File: config.mk
export PLATFORM = sky130hd
export DESIGN_NAME = spike_window_classifier
export DESIGN_NICKNAME = d
export VERILOG_FILES = /design/src/rtl/spike_window_classifier.sv
export SDC_FILE = /design/constraint.sdc
export NUM_CORES = 1
export LEC_CHECK = 0
export ABC_CLOCK_PERIOD_IN_PS = 4600
export CAP_MARGIN = 40
export CORE_ASPECT_RATIO = 0.5
export CORE_MARGIN = 2
export CORE_UTILIZATION = 50
export CTS_CLUSTER_SIZE = 28
export DETAILED_ROUTE_END_ITERATION = 7
export PLACE_DENSITY = 0.8
export SYNTH_ARGS = -nofsm -noshare
export SYNTH_HDL_FRONTEND = slang
export SYNTH_SLANG_ARGS = --single-unit
File: constraint.sdc
create_clock -name clk_i -period 4.6 [get_ports clk_i]
set_clock_uncertainty 0.15 [all_clocks]
set_input_delay 0.46 -clock clk_i [delete_from_list [all_inputs] [get_ports clk_i]]
set_output_delay 0.46 -clock clk_i [all_outputs]
set_load 0.02 [all_outputs]
File: src/rtl/spike_window_classifier.sv
// Per-class spike counting over a programmable window, followed by a
// one-class-per-cycle argmax scan that reports winner, count, margin and no-spike.

module spike_class_counter #(
  parameter int COUNT_W = 6
) (
  input  logic               clk_i,
  input  logic               rst_i,
  input  logic               clr_i,
  input  logic               inc_i,
  output logic [COUNT_W-1:0] count_o
);
  logic [COUNT_W-1:0] count_q, count_d;

  always_comb begin
    count_d = count_q;
    if (clr_i) count_d = '0;
    else if (inc_i && (count_q != '1)) count_d = count_q + 1'b1;
  end

  always_ff @(posedge clk_i or posedge rst_i) begin
    if (rst_i) count_q <= '0;
    else       count_q <= count_d;
  end

  assign count_o = count_q;
endmodule

module spike_window_classifier #(
  parameter int NUM_CLASSES = 10,
  parameter int COUNT_W     = 6,
  parameter int WINDOW_W    = 8,
  parameter int IDX_W       = $clog2(NUM_CLASSES)
) (
  input  logic                   clk_i,
  input  logic                   rst_i,
  input  logic                   start_i,
  input  logic [WINDOW_W-1:0]    window_len_i,
  input  logic [NUM_CLASSES-1:0] spike_i,
  output logic                   busy_o,
  output logic                   result_valid_o,
  input  logic                   result_ready_i,
  output logic [IDX_W-1:0]       predicted_o,
  output logic [COUNT_W-1:0]     max_count_o,
  output logic [COUNT_W-1:0]     margin_o,
  output logic                   no_spike_o
);
  typedef enum logic [1:0] {IDLE, COUNT, SCAN, HOLD} state_e;

  state_e                              state_q, state_d;
  logic [WINDOW_W-1:0]                 remaining_q, remaining_d;
  logic [IDX_W-1:0]                    scan_idx_q, scan_idx_d;
  logic [COUNT_W-1:0]                  best_q, best_d, second_q, second_d;
  logic [IDX_W-1:0]                    best_idx_q, best_idx_d;
  logic [IDX_W-1:0]                    predicted_q, predicted_d;
  logic [COUNT_W-1:0]                  max_count_q, max_count_d;
  logic [COUNT_W-1:0]                  margin_q, margin_d;
  logic                                no_spike_q, no_spike_d;
  logic                                valid_q, valid_d;
  logic                                busy_q, busy_d;
  logic                                clr, cnt_en;
  logic [NUM_CLASSES-1:0][COUNT_W-1:0] counts;
  logic [COUNT_W-1:0]                  cur_cnt, nb, ns;
  logic [IDX_W-1:0]                    nbi;

  for (genvar g = 0; g < NUM_CLASSES; g++) begin : g_lane
    spike_class_counter #(.COUNT_W(COUNT_W)) u_cnt (
      .clk_i   (clk_i),
      .rst_i   (rst_i),
      .clr_i   (clr),
      .inc_i   (cnt_en & spike_i[g]),
      .count_o (counts[g])
    );
  end

  // Index compare instead of direct select keeps non-power-of-two class counts in range.
  always_comb begin
    cur_cnt = '0;
    for (int k = 0; k < NUM_CLASSES; k++)
      if (scan_idx_q == IDX_W'(k)) cur_cnt = counts[k];
  end

  // Strict '>' keeps the lowest index on ties; an equal count still lifts second.
  always_comb begin
    nb  = best_q;
    ns  = second_q;
    nbi = best_idx_q;
    if (cur_cnt > best_q) begin
      ns  = best_q;
      nb  = cur_cnt;
      nbi = scan_idx_q;
    end else if (cur_cnt > second_q) begin
      ns = cur_cnt;
    end
  end

  always_comb begin
    state_d     = state_q;
    remaining_d = remaining_q;
    scan_idx_d  = scan_idx_q;
    best_d      = best_q;
    second_d    = second_q;
    best_idx_d  = best_idx_q;
    predicted_d = predicted_q;
    max_count_d = max_count_q;
    margin_d    = margin_q;
    no_spike_d  = no_spike_q;
    valid_d     = valid_q;
    clr         = 1'b0;
    cnt_en      = 1'b0;
    case (state_q)
      IDLE: begin
        if (start_i) begin
          clr         = 1'b1;
          remaining_d = window_len_i;
          state_d     = COUNT;
        end
      end
      COUNT: begin
        cnt_en      = 1'b1;
        // A loaded 0 wraps to all-ones, giving a full 2^WINDOW_W window.
        remaining_d = remaining_q - 1'b1;
        if (remaining_q == WINDOW_W'(1)) begin
          state_d    = SCAN;
          scan_idx_d = '0;
          best_d     = '0;
          second_d   = '0;
          best_idx_d = '0;
        end
      end
      SCAN: begin
        best_d     = nb;
        second_d   = ns;
        best_idx_d = nbi;
        scan_idx_d = scan_idx_q + 1'b1;
        if (scan_idx_q == IDX_W'(NUM_CLASSES - 1)) begin
          predicted_d = nbi;
          max_count_d = nb;
          margin_d    = nb - ns;
          no_spike_d  = (nb == '0);
          valid_d     = 1'b1;
          state_d     = HOLD;
        end
      end
      HOLD: begin
        if (valid_q && result_ready_i) begin
          valid_d = 1'b0;
          state_d = IDLE;
        end
      end
      default: state_d = IDLE;
    endcase
    busy_d = (state_d != IDLE);
  end

  always_ff @(posedge clk_i or posedge rst_i) begin
    if (rst_i) begin
      state_q     <= IDLE;
      remaining_q <= '0;
      scan_idx_q  <= '0;
      best_q      <= '0;
      second_q    <= '0;
      best_idx_q  <= '0;
      predicted_q <= '0;
      max_count_q <= '0;
      margin_q    <= '0;
      no_spike_q  <= 1'b0;
      valid_q     <= 1'b0;
      busy_q      <= 1'b0;
    end else begin
      state_q     <= state_d;
      remaining_q <= remaining_d;
      scan_idx_q  <= scan_idx_d;
      best_q      <= best_d;
      second_q    <= second_d;
      best_idx_q  <= best_idx_d;
      predicted_q <= predicted_d;
      max_count_q <= max_count_d;
      margin_q    <= margin_d;
      no_spike_q  <= no_spike_d;
      valid_q     <= valid_d;
      busy_q      <= busy_d;
    end
  end

  assign busy_o         = busy_q;
  assign result_valid_o = valid_q;
  assign predicted_o    = predicted_q;
  assign max_count_o    = max_count_q;
  assign margin_o       = margin_q;
  assign no_spike_o     = no_spike_q;
endmodule
==> results of run 1 <==
[cell usage after synthesis, drive strengths merged, types with 2 or more instances]
cell type,instances,share of area [%]
dfrtp,109,42
nand4,24,2.3
a31oi,5,0.48
xor2,30,4.0
inv,32,1.8
o211ai,8,1.2
and4,8,1.1
o311a,2,0.31
and2b,2,0.23
mux2,4,0.69
o31ai,3,0.42
o221ai,2,0.36
or2,2,0.23
nor3,4,0.31
ha,31,5.9
a221oi,5,0.77
o211a,5,0.77
nand2,88,5.1
and3b,2,0.27
nor2b,7,0.67
buf,16,1.8
o21ai,74,5.7
a211oi,6,0.69
o41ai,2,0.38
and3,4,0.46
nand3b,8,0.92
nand3,6,0.46
xnor2,14,1.9
o31a,2,0.29
a32oi,4,0.54
a2bb2oi,2,0.27
mux2i,19,2.9
or3,12,1.2
a21o,4,0.46
clkbuf,15,0.86
a22oi,3,0.35
a22o,7,0.94
o21a,2,0.23
a21oi,52,4.3
nor2,70,4.1
and2,3,0.29
[metal layers]
metal	wire length, µm	part of all wire, %	track usage, %	vias to the layer above
met3	1256	7.4	5.682	38
met5	0	0	0	-
met1	7216	43	32.23	2819
li1	-	-	-	2738
met4	352	2.1	7.288	0
met2	8038	48	39.95	255
[final cells by class]
cell class | count | area [µm²]
fillers | 1004 | 4599
repair buffers | 114 | 992.2
clock inverters | 7 | 82.58
inverters | 32 | 125.1
multi-input cells | 540 | 3734
well taps | 170 | 212.7
clock buffers | 9 | 225.2
flip-flops and latches | 109 | 2729
[layout by cell type (no fill, tap or decap), drive strengths merged, types with 7 or more instances in the layout]
master         instances
nand4                 24
clkbuf                 9
ha                    31
nor2b                  7
o21ai                 74
mux2i                 19
o211ai                 8
nor2                  70
inv                   34
xor2                  30
xnor2                 14
a21oi                 52
and4                   8
or3                   12
nand2                 88
clkdlybuf4s50         40
nand3b                 8
dfrtp                109
buf                   74
a22o                   7
[flip-flops by register name (all words and copies together) (netlist names)]
| register | cells |
|---|---|
| max_count_o | 6 |
| state_q | 2 |
| scan_idx_q | 4 |
| second_q | 6 |
| remaining_q | 8 |
| busy_o | 1 |
| best_idx_q | 4 |
| best_q | 6 |
| no_spike_o | 1 |
| result_valid_o | 1 |
| g_lane.u_cnt.count_o | 60 |
| margin_o | 6 |
| predicted_o | 4 |
[repair_timing]
action	CTS	global route
setup endpoints to repair	4	4
setup buffers	8	11
pin swaps	13	30
gates resized for setup	21	38
gates cloned	0	1
[through the flow]
stage | hold WS [ps] | TNS [ps] | util, % | area [µm²] | std cells
floorplan | 299.8 | 0 | - | 6566 | 712
global placement | 311.6 | -116.6 | 58.27 | 7400 | 944
detailed placement | 319.3 | -521.2 | 58.48 | 7427 | 945
CTS | 337.0 | 0 | 61.82 | 7851 | 969
global route | 372.8 | -486.7 | 63.78 | 8100 | 981
finish | 330.0 | 0 | 63.78 | 8100 | 981
[cells by family after synthesis]
| kind of cell | share of synthesized area, % |
|---|---|
| simple gates | 18.17 |
| fa+ha+maj | 6.429 |
| xor+xnor | 6.256 |
| compound gates | 19.23 |
| mux | 3.608 |
| buf+inv | 4.471 |
| flops | 41.83 |
[critical path, stage by stage, from the launching register on]
cell      delay (ps)
dfrtp_1          430
inv_2            100
ha_4             180
buf_6            130
buf_4            140
buf_4            130
nand3b_1          80
a221oi_2          70
o21ai_1          270
nand3_2          210
ha_1             390
nand4_1          170
o21a_1           200
nand2_2          110
o211a_1          270
a21oi_4          170
ha_4             220
a21oi_2          130
inv_1             60
o21ai_2          120
o221ai_2         120
maj3_2           310
mux2i_1          150
o211ai_1         110
[how the worst min path moves through the flow]
stage | to | slack [ps] | depth (start not counted)
after floorplan | second_q[1] | 300 | 2
after global placement | max_count_o[2] | 310 | 2
after detailed placement | max_count_o[2] | 320 | 2
after CTS | max_count_o[2] | 340 | 2
after global routing | max_count_o[1] | 370 | 2
final | max_count_o[2] | 330 | 2
==> flow_metrics.env, run 1 <==
export IMPL_status="finished, final reports clean"
export IMPL_synth_cell_area_um2=6520
export IMPL_relSlewSlack_pct=40.85
export IMPL_numPortBuffers=40
export IMPL_r2r_setup_slack_ps=10
export IMPL_async_flop_share_pct=100.0
export IMPL_nets=860
export IMPL_cp_start_kind="flop"
export IMPL_timing_rr_end="margin_o[5]"
export IMPL_cts_buffer_depth=2
export IMPL_synth_cell_types=70
export IMPL_startpoint="scan_idx_q[1]"
export IMPL_hp_class="reg -> reg"
export IMPL_dp_hpwl_um=11460
export IMPL_setup_violations=0
export IMPL_cts_hold_buffers=0
export IMPL_ys_seq_area_share_pct=41.83
export IMPL_drt_iter0_drc=471
export IMPL_grt_usage_pct=24.32
export IMPL_max_freq_mhz=218.0
export IMPL_routed_wl_um=16860
export IMPL_drtAntennaViolNets=0
export IMPL_grt_pass1_wl_um=26730
export IMPL_grt_pass1_vias=5565
export IMPL_htreeDepth=3
export IMPL_synth_nets=766
export IMPL_first_pass_iters=5
export IMPL_chipHeight_um=84.75
export IMPL_worst_slack_ps=11.92
export IMPL_avgSynthCellArea_um2=9.157
export IMPL_cts_sinks=109
export IMPL_yosys_most_used_dff="dfrtp_1"
export IMPL_num_rows=29
export IMPL_gp_congestion=0.8829
export IMPL_tightestPinTransition_ps=885.1
export IMPL_core_region_area_um2=12700
export IMPL_slew_violations=0
export IMPL_maxCapViolCount=0
export IMPL_reg2reg_depth=23
export IMPL_worstHoldStart="max_count_o[2]"
export IMPL_pre_cts_slack_ps=-186.3
export IMPL_dieWidth_um=165.5
export IMPL_root_buffer="clkbuf_16"
export IMPL_end_kind="flop"
export IMPL_cts_tree="built"
export IMPL_die_area_um2=14020
export IMPL_yosys_warnings=0
export IMPL_initial_core_util_pct=51.34
export IMPL_finalCritPeriodShare_pct=99.74
export IMPL_rsz0062_at_grt="true"
export IMPL_synth_edf_count=0
export IMPL_clkTransAtPathRegs_ps=80
export IMPL_io_pin_count=41
export IMPL_cp_max_fo=5
export IMPL_period_minus_slack_ps=4588
export IMPL_drc_errors=0
export IMPL_path_class="reg -> reg"
export IMPL_antenna_found_initial=0
export IMPL_grt_start_max_net_pins=61
export IMPL_synthCells=712
export IMPL_wl_per_cell_um=17.19
export IMPL_synth_seq_cells=109
export IMPL_avgViaCountPerCell=5.963
export IMPL_antenna_cells=0
export IMPL_timing_rr_start="scan_idx_q[1]"
export IMPL_crit_arrival_ps=4650
export IMPL_vias=5850
export IMPL_clock_latency_ps=360
export IMPL_cts_made_buffers=9
export IMPL_area_growth_syn_to_layout_pct=24.24
export IMPL_hold_viol=0
export IMPL_drive_gt1_share_pct=19.85
export IMPL_endpoint="margin_o[5]"
export IMPL_timing_critical_path_required_ps=4660
export IMPL_grt_ovfl_total=0
Power of run 1 is not shown: default switching activity piles up to over one toggle a cycle in this logic, so the estimate is an artifact.
==> run 2, diff against run 1 <==
- REMOVE_ABC_BUFFERS: unset -> 1
==> run 2 against run 1 <==
Net effect: the flow now finishes with violations (setup timing); largest cell class unchanged; sequential cell count is the same; fmax shrank 2.7%; first-iteration DRC count grew 12%; utilization grew 0.16 points; cell count shrank 0.51%; sequential share of layout area shrank 0.098 points; highest routed layer unchanged; critical path depth grew 1; count of clock-buffer cells in the layout is the same; worst hold slack is essentially flat; wire length shrank 0.35%; non-clock buffer count shrank 5; critical endpoint unchanged.
==> flow_metrics.env, run 2 (same netlist as run 1, synthesis figures left out) <==
export IMPL_status="complete, but fails checks"
export IMPL_violations="setup timing"
export IMPL_grt_usage_pct=23.69
export IMPL_cp_max_fo=13
export IMPL_setup_violations=3
export IMPL_mostFrequentLayoutCell="dfrtp_1"
export IMPL_grt_pass1_vias=5405
export IMPL_most_common_layout_cells="dfrtp_1, nand2_1, nor2_1"
export IMPL_slew_violations=0
export IMPL_r2r_setup_slack_ps=-120
export IMPL_io_pin_count=41
export IMPL_relSlewSlack_pct=46.69
export IMPL_maxCapViolCount=0
export IMPL_cts_hold_buffers=0
export IMPL_timing_rr_end="margin_o[5]"
export IMPL_finalCritPeriodShare_pct=102.5
export IMPL_dieWidth_um=165.5
export IMPL_root_buffer="clkbuf_16"
export IMPL_grt_ovfl_total=0
export IMPL_worst_slack_ps=-115.0
export IMPL_crit_slowest_cell="dfrtp_1"
export IMPL_antenna_found_initial=0
export IMPL_drt_iter0_drc=529
export IMPL_tightestPinTransition_ps=799.7
export IMPL_drive_gt1_share_pct=18.36
export IMPL_holdPathStages=2
export IMPL_nets=855
export IMPL_routed_wl_um=16800
export IMPL_path_cells="buf_4 > ha_2 > buf_6 > a21oi_1 > o21ai_1 > a221oi_2 > o31a_2 > inv_1 > ha_4 > and3_4 > nand4_1 > o21a_1 > nand2_2 > nand2_1 > o211a_1 > a21oi_2 > ha_4 > a21oi_4 > inv_2 > o21ai_2 > o221ai_4 > maj3_2 > mux2i_1 > o211ai_1"
export IMPL_gp_congestion=0.8873
export IMPL_end_kind="flop"
export IMPL_reg2reg_depth=24
export IMPL_largest_register_ffs=60
export IMPL_avgViaCountPerCell=5.902
export IMPL_clkTransAtPathRegs_ps=70
export IMPL_initial_core_util_pct=51.34
export IMPL_max_freq_mhz=212.1
export IMPL_first_pass_iters=5
export IMPL_tns_ps=-146.0
export IMPL_min_to="max_count_o[3]"
export IMPL_htreeDepth=3
export IMPL_crit_arrival_ps=4790
export IMPL_cp_start_kind="flop"
export IMPL_pre_cts_slack_ps=-198.0
export IMPL_rsz0062_at_grt="true"
export IMPL_cts_tree="built"
export IMPL_numPortBuffers=40
export IMPL_wl_per_cell_um=17.22
export IMPL_clock_latency_ps=350
export IMPL_grt_start_max_net_pins=56
export IMPL_area_growth_syn_to_layout_pct=24.54
export IMPL_crit_top_cell="ha_4"
export IMPL_drc_errors=0
export IMPL_hold_viol=0
export IMPL_num_rows=29
export IMPL_hp_class="reg -> reg"
export IMPL_timing_rr_start="scan_idx_q[1]"
export IMPL_timing_critical_path_required_ps=4670
export IMPL_core_region_area_um2=12700
export IMPL_antenna_cells=0
export IMPL_dp_hpwl_um=10950
export IMPL_vias=5760
export IMPL_drtAntennaViolNets=0
export IMPL_cp_top_family="compound AO/OA/AOI/OAI gates"
export IMPL_slowest_delay_ps=410
export IMPL_critPathBufInv=4
export IMPL_worstHoldStart="max_count_o[3]"
export IMPL_cts_sinks=109
export IMPL_period_minus_slack_ps=4715
export IMPL_cts_buffer_depth=2
export IMPL_path_class="reg -> reg"
export IMPL_die_area_um2=14020
export IMPL_chipHeight_um=84.75
export IMPL_cts_made_buffers=9
export IMPL_grt_pass1_wl_um=26280
run 2: tightest hold or removal path, delay by kind of cell, from the launching register on:
family          cells  cell delay, ps
simple gates        1              40
compound gates      1              60
flops               1             340
run 2: final cells by class:
| class | instances | area (µm²) |
|---|---|---|
| tap | 170 | 212.7 |
| clock buffer | 9 | 225.2 |
| multi-input combinational | 540 | 3739 |
| clock inverter | 7 | 113.9 |
| sequential | 109 | 2728 |
| fill | 967 | 4579 |
| timing repair buffer | 109 | 979.7 |
| inverter | 32 | 122.6 |
run 2: worst max path at each step:
stage / to / depth (start not counted) / from
CTS: margin_o[5] / 25 / scan_idx_q[0]
global placement: margin_o[5] / 20 / scan_idx_q[0]
floorplan: margin_o[5] / 21 / scan_idx_q[1]
global route: margin_o[5] / 24 / scan_idx_q[1]
detailed placement: margin_o[5] / 21 / scan_idx_q[1]
finish: margin_o[5] / 24 / scan_idx_q[1]
run 2: per-stage QoR:
step / cell area [µm²] / hold slack (ps) / utilization, % / instances
2_1_floorplan: 6349 / 299.8 / - / 681
3_3_place_gp: 7348 / 309.4 / 57.86 / 942
3_5_place_dp: 7376 / 320.3 / 58.08 / 943
4_1_cts: 7775 / 336.2 / 61.22 / 961
5_1_grt: 8120 / 360.3 / 63.94 / 976
6_report: 8120 / 329.6 / 63.94 / 976
run 2: timing repair:
item | CTS | global route
cloned | 0 | 2
setup buffers | 2 | 13
pin swaps | 1 | 36
hold endpoints to repair | 0 | 0
setup endpoints to repair | 4 | 4
gates resized for setup | 14 | 49
run 2: routing by layer:
metal | vias to the layer above | global-route usage (%) | share of wire (%) | wire [µm]
li1 | 2719 | - | - | -
met1 | 2785 | 33.02 | 44 | 7471
met5 | - | 0 | 0 | 0
met4 | 0 | 6.348 | 2.5 | 421
met2 | 207 | 38.02 | 48 | 8100
met3 | 49 | 4.595 | 4.8 | 811
Power of run 2 is left out for the same reason.
